### config.mk
export PLATFORM = sky130hd
export DESIGN_NAME = xy_output_port_arbiter
export DESIGN_NICKNAME = d
export VERILOG_FILES = /design/src/rtl/xy_output_port_arbiter_pkg.sv /design/src/rtl/xy_output_port_arbiter_rr_pick.sv /design/src/rtl/xy_output_port_arbiter.sv
export SDC_FILE = /design/constraint.sdc
export NUM_CORES = 1
export LEC_CHECK = 0
export CAP_MARGIN = 40
export CELL_PAD_IN_SITES_DETAIL_PLACEMENT = 1
export CELL_PAD_IN_SITES_GLOBAL_PLACEMENT = 1
export CORE_ASPECT_RATIO = 0.6
export CORE_UTILIZATION = 25
export CTS_CLUSTER_SIZE = 30
export DETAILED_ROUTE_END_ITERATION = 16
export PLACE_DENSITY_LB_ADDON = 0.08
export SYNTH_ARGS = -nofsm -noshare
export SYNTH_HDL_FRONTEND = slang
export SYNTH_HIERARCHICAL = 1
export SYNTH_SLANG_ARGS = --single-unit
### constraint.sdc
create_clock -name clk -period 3.3 [get_ports clk]
set_clock_uncertainty 0.15 [all_clocks]
set_input_delay 0.495 -clock clk [delete_from_list [all_inputs] [get_ports clk]]
set_output_delay 0.495 -clock clk [all_outputs]
set_load 0.05 [all_outputs]
### src/rtl/xy_output_port_arbiter_pkg.sv
// Shared router definitions: port indices, AXIS flit payload and arbiter state.
package xy_output_port_arbiter_pkg;

  localparam int unsigned N_PORTS         = 5;
  localparam int unsigned AXIS_DATA_WIDTH = 32;
  localparam int unsigned AXIS_ID_WIDTH   = 3;

  typedef enum logic [2:0] {
    PORT_HOME  = 3'd0,
    PORT_NORTH = 3'd1,
    PORT_EAST  = 3'd2,
    PORT_SOUTH = 3'd3,
    PORT_WEST  = 3'd4
  } port_e;

  typedef struct packed {
    logic [AXIS_DATA_WIDTH-1:0] data;
    logic [AXIS_ID_WIDTH-1:0]   id;
    logic                       last;
  } axis_flit_t;

  typedef enum logic {
    ARB_IDLE   = 1'b0,
    ARB_LOCKED = 1'b1
  } arb_state_e;

  // Width of an index into n ports (at least one bit).
  function automatic int unsigned ptr_width(input int unsigned n);
    return (n > 1) ? $clog2(n) : 1;
  endfunction

endpackage

### src/rtl/xy_output_port_arbiter_rr_pick.sv
// Combinational round-robin pick: first set request after ptr, circularly.
module xy_output_port_arbiter_rr_pick
  import xy_output_port_arbiter_pkg::*;
#(
  parameter int unsigned N  = N_PORTS,
  parameter int unsigned PW = ptr_width(N)
) (
  input  logic [N-1:0]  req,
  input  logic [PW-1:0] ptr,
  output logic [N-1:0]  grant_c
);

  logic [PW:0]   sum;
  logic [PW-1:0] idx;
  logic          found;

  // Scan ptr+1 .. ptr+N modulo N and keep the first hit.
  always_comb begin
    grant_c = '0;
    found   = 1'b0;
    sum     = '0;
    idx     = '0;
    for (int unsigned i = 1; i <= N; i++) begin
      sum = {1'b0, ptr} + (PW+1)'(i);
      if (sum >= (PW+1)'(N)) begin
        sum = sum - (PW+1)'(N);
      end
      idx = sum[PW-1:0];
      if (!found && req[idx]) begin
        grant_c[idx] = 1'b1;
        found        = 1'b1;
      end
    end
  end

endmodule

### src/rtl/xy_output_port_arbiter.sv
// Wormhole output-port arbiter: packet-locked round-robin grant plus output register.
module xy_output_port_arbiter
  import xy_output_port_arbiter_pkg::*;
#(
  parameter int unsigned N_INPUTS   = N_PORTS,
  parameter int unsigned DATA_WIDTH = AXIS_DATA_WIDTH,
  parameter int unsigned ID_WIDTH   = AXIS_ID_WIDTH
) (
  input  logic                           clk,
  input  logic                           rst,
  input  logic [N_INPUTS-1:0]            req_i,
  input  logic [N_INPUTS-1:0]            s_tvalid_i,
  output logic [N_INPUTS-1:0]            s_tready_o,
  input  logic [N_INPUTS*DATA_WIDTH-1:0] s_tdata_i,
  input  logic [N_INPUTS*ID_WIDTH-1:0]   s_tid_i,
  input  logic [N_INPUTS-1:0]            s_tlast_i,
  output logic                           m_tvalid_o,
  input  logic                           m_tready_i,
  output logic [DATA_WIDTH-1:0]          m_tdata_o,
  output logic [ID_WIDTH-1:0]            m_tid_o,
  output logic                           m_tlast_o,
  output logic [N_INPUTS-1:0]            grant_o,
  output logic                           busy_o
);

  localparam int unsigned PW = ptr_width(N_INPUTS);

  arb_state_e            state;
  logic [PW-1:0]         ptr;
  logic [N_INPUTS-1:0]   req_c;
  logic [N_INPUTS-1:0]   pick_c;
  logic                  out_space_c;
  logic                  accept_c;
  logic [PW-1:0]         gidx_c;
  logic [DATA_WIDTH-1:0] sel_data_c;
  logic [ID_WIDTH-1:0]   sel_id_c;
  logic                  sel_last_c;

  assign req_c       = req_i & s_tvalid_i;
  assign out_space_c = !m_tvalid_o || m_tready_i;
  assign s_tready_o  = ((state == ARB_LOCKED) && out_space_c) ? grant_o : '0;
  assign accept_c    = |(s_tready_o & s_tvalid_i);
  assign busy_o      = (state == ARB_LOCKED);

  xy_output_port_arbiter_rr_pick #(
    .N  (N_INPUTS),
    .PW (PW)
  ) u_rr_pick (
    .req     (req_c),
    .ptr     (ptr),
    .grant_c (pick_c)
  );

  // Mux the granted input's flit and index.
  always_comb begin
    gidx_c     = '0;
    sel_data_c = '0;
    sel_id_c   = '0;
    sel_last_c = 1'b0;
    for (int unsigned k = 0; k < N_INPUTS; k++) begin
      if (grant_o[k]) begin
        gidx_c     = PW'(k);
        sel_data_c = s_tdata_i[k*DATA_WIDTH +: DATA_WIDTH];
        sel_id_c   = s_tid_i[k*ID_WIDTH +: ID_WIDTH];
        sel_last_c = s_tlast_i[k];
      end
    end
  end

  // Arbitration FSM, grant register and output register.
  always_ff @(posedge clk or posedge rst) begin
    if (rst) begin
      state      <= ARB_IDLE;
      ptr        <= PW'(N_INPUTS - 1);
      grant_o    <= '0;
      m_tvalid_o <= 1'b0;
      m_tdata_o  <= '0;
      m_tid_o    <= '0;
      m_tlast_o  <= 1'b0;
    end else begin
      if (accept_c) begin
        m_tvalid_o <= 1'b1;
        m_tdata_o  <= sel_data_c;
        m_tid_o    <= sel_id_c;
        m_tlast_o  <= sel_last_c;
      end else if (m_tready_i) begin
        m_tvalid_o <= 1'b0;
      end

      case (state)
        ARB_IDLE: begin
          if (|req_c) begin
            grant_o <= pick_c;
            state   <= ARB_LOCKED;
          end
        end
        ARB_LOCKED: begin
          // Release only when the packet's tail flit is taken.
          if (accept_c && sel_last_c) begin
            ptr     <= gidx_c;
            grant_o <= '0;
            state   <= ARB_IDLE;
          end
        end
        default: state <= ARB_IDLE;
      endcase
    end
  end

endmodule

==> metrics.md <==
| Metric | Value |
|---|---|
| PnR worst setup slack | `0.1387 ns` |
| CP Launch Type | `flip-flop` |
| Clock Latency Late Sink | `0.29 ns` |
| Yosys top cell by area | `dfrtp_1` |
| Post-Syn Instances | `516` |
| Hold buffers post-CTS | `0` |
| Crit path kind | `flip-flop to flip-flop` |
| Port Buffers | `240` |
| Largest delay share family, worst path | `compound AO/OA/AOI/OAI gates` |
| Clock Tree Buf Depth | `2` |
| CTS Buf Count | `5` |
| Top FF cell, synth | `dfrtp_1` |
| Yosys top cell area share | `25.74%` |
| Slowest CP cell | `fa_2` |
| Vias | `5589` |
| Initial Utilization | `25.54%` |
| CTS tree | `yes` |
| Cell mode on critical path | `buf_4` |
| Met1 track demand over resource | `33.15%` |
| Slew Limit Fails | `0` |
| Initial antenna violation count | `0` |
| Diode count | `0` |
| Count leader, synth | `o21ai_0` |
| Outcome | `finished, final reports clean` |
| Pwr/cell area | `1068 nW/um2` |
| Post-placement cell area | `7345 um2` |
| Total wire length | `22340 um` |
| LEAKAGE | `0.002905 uW` |
| Core area | `17130 um2` |
| CTS sink cnt | `46` |
| Max-cap violations | `0` |
| Die Y | `104.5 um` |
| Final net count | `984` |
| Die ar. | `18050 um2` |
| Buf/Inv on CP | `2` |
| CP Cell Sequence | `buf_4 -> buf_4 -> fa_2 -> o21ba_2 -> or2_2 -> o2111a_1 -> a311oi_2 -> o22ai_4 -> a31oi_2 -> a221o_1 -> nand2_1 -> o21ai_0` |
| TNS Setup | `0 ns` |
| Register bit total from synthesis | `46` |
| Largest net degree at the start of global routing | `44` |
| Fin crit share | `95.80%` |
| Slew headroom | `49.52%` |
| Post-layout minimum cycle time | `3.161 ns` |
| CP peak stage delay | `0.58 ns` |
| Boundary pin count | `241` |
| Syn Std Cell Area | `4375 um2` |
| Crit path DAT | `3.23 ns` |
| Most instantiated cells after synthesis | `o21ai_0, dfrtp_1, a22oi_1` |
| R2r startpoint | `ptr[1]` |
| Hpwl dp | `17700 um` |
| Vias per Instance | `5.506` |
| Total gr overflow | `0` |
| Critical path launch point | `ptr[1]` |
| Root buffer cell | `clkbuf_16` |
| Initial DRC count | `436` |
| CP endpoint kind | `flip-flop` |
| GPL Wtd Cong | `0.9810` |
| Post-synth net total | `720` |
| Die Wd | `172.8 um` |
| Number of remaining DRC errors | `0` |
| Initial DRT Pass Iterations | `5` |
| H-tree depth reported by CTS | `2` |
| Area delta synth->final | `73.35%` |
| Most area-consuming cells after synthesis | `dfrtp_1, a22o_1, a221oi_1` |
| ANT nets after route | `0` |
| Dpl ws | `0.02228 ns` |
| Avg Synthesized Cell Area | `8.480 um2` |
| Post-Layout Inst Area | `7585 um2` |
| Fmax achieved | `316.3 MHz` |
| Vias in the first global route | `5780` |
| Clock-pin slew on the worst setup and hold paths | `0.06 ns` |
| Worst vdd ir | `0.3335 mV` |
| Worst Hold Class | `flip-flop to flip-flop` |
| Asr flop ratio synth | `100.0%` |
| Grt met3 use | `7.529%` |
| Synth cell types | `77` |
| Seq/Total Area, Yosys | `26.34%` |
| FP Rows | `37` |
| YS warnings | `6` |
| Final hold viol count | `0` |
| Worst Max-Slew Pin Slew | `0.7548 ns` |
| Final setup fails | `0` |
| Tot GR Track Use | `24.34%` |
| EDFF count, synth | `0` |
| Critical Path RT | `3.36 ns` |
| Most Crowded Layer GR | `met2` |
| Unrepaired setup endpoints after global routing | `no` |
| First-pass GRT wire length | `34070 um` |
| Routed len/inst | `22.01 um` |
| Grt met2 use | `37.82%` |
| Layout cells sized above 1 | `14.98%` |
| Crit Path Max Fanout | `6` |
| Hold_sp | `m_tlast_o` |
| FILL cells | `1958` |
## cells by family (layout without fill, tap and decap cells)
family	count (synthesis)	count (layout)	share of synthesized area, %
xor+xnor	3	3	0.6006
simple gates	112	112	13.90
flops	46	46	26.34
mux	3	3	0.8006
buf+inv	68	333	7.320
compound gates	273	273	47.73
fa+ha+maj	11	11	3.317
## per-layer routing
layer  wire length (um)  part of all wire [%]  vias to the layer above
met3               2100                   9.4                       18
met2               9829                    44                      266
met4                291                   1.3                        0
li1                   -                     -                     2565
met1              10120                    45                     2740
met5                  0                     0                        -
## what timing repair did
action	CTS	global route
setup endpoints to repair	0	5
resized for setup	0	17
buffers inserted	0	3
## cell type report
cell class | instances | area (um2) | area share, %
Multi-Input combinational cell | 402 | 2993 | 39.46
Tap cell | 234 | 292.8 | 3.860
Clock buffer | 8 | 136.4 | 1.798
Timing Repair Buffer | 306 | 2935 | 38.70
Inverter | 19 | 71.32 | 0.9403
Sequential cell | 46 | 1156 | 15.24
## placed cells by master, fill, tap and decap left out, types with 4 or more instances in the layout
cell type        count
clkdlybuf4s50_1    235
buf_4               67
o21ai_0             52
dfrtp_1             42
a22oi_1             40
a22o_1              37
o21a_1              36
a221oi_1            36
nand2_1             30
inv_1               17
nor2_1              17
nand2b_1            15
a21oi_1             12
nand3_1              8
ha_1                 8
nor2b_1              6
nor3_1               6
and3_1               5
clkbuf_16            5
a21o_1               4
buf_12               4
a211oi_1             4
## worst register-to-register path, cell delays in order (launching register included)
cell	delay [ns]
dfrtp_2	0.44
buf_4	0.15
buf_4	0.17
fa_2	0.58
o21ba_2	0.18
or2_2	0.34
o2111a_1	0.17
a311oi_2	0.27
o22ai_4	0.17
a31oi_2	0.18
a221o_1	0.16
nand2_1	0.05
o21ai_0	0.08
## power by group
part	switching, uW	internal (uW)
Combinational	3820	2820
Clock	214	282
Sequential	186	779
Total	4220	3880
## sequential cells by signal, indices dropped and copies added (netlist names)
signal	count
m_tvalid_o	1
m_tlast_o	1
ptr	3
grant_o	5
m_tid_o	3
busy_o	1
m_tdata_o	32
## per-stage QoR
stage          hold slack (ns)  total power [uW]  util, %  instances
6_report                0.3569              8098    44.28       1015
5_1_grt                 0.3675              8631    44.28       1015
2_1_floorplan           0.4415              4883        -        516
4_1_cts                 0.3601              7754    43.67       1012
3_5_place_dp            0.3331              7214    42.88       1004
3_3_place_gp            0.3171              7073    42.88       1004
## final timing paths
check,endpoint,slack (ns),cells after the start
max,grant_o[0],0.14,12
min reg2reg,m_tlast_o,0.36,1
min,m_tlast_o,0.36,1
max in group asynchronous,m_tdata_o[7],1.81,3
max reg2reg,grant_o[0],0.14,12
min in group asynchronous,m_tid_o[2],0.47,2
Power figures use the tool's default switching activity.
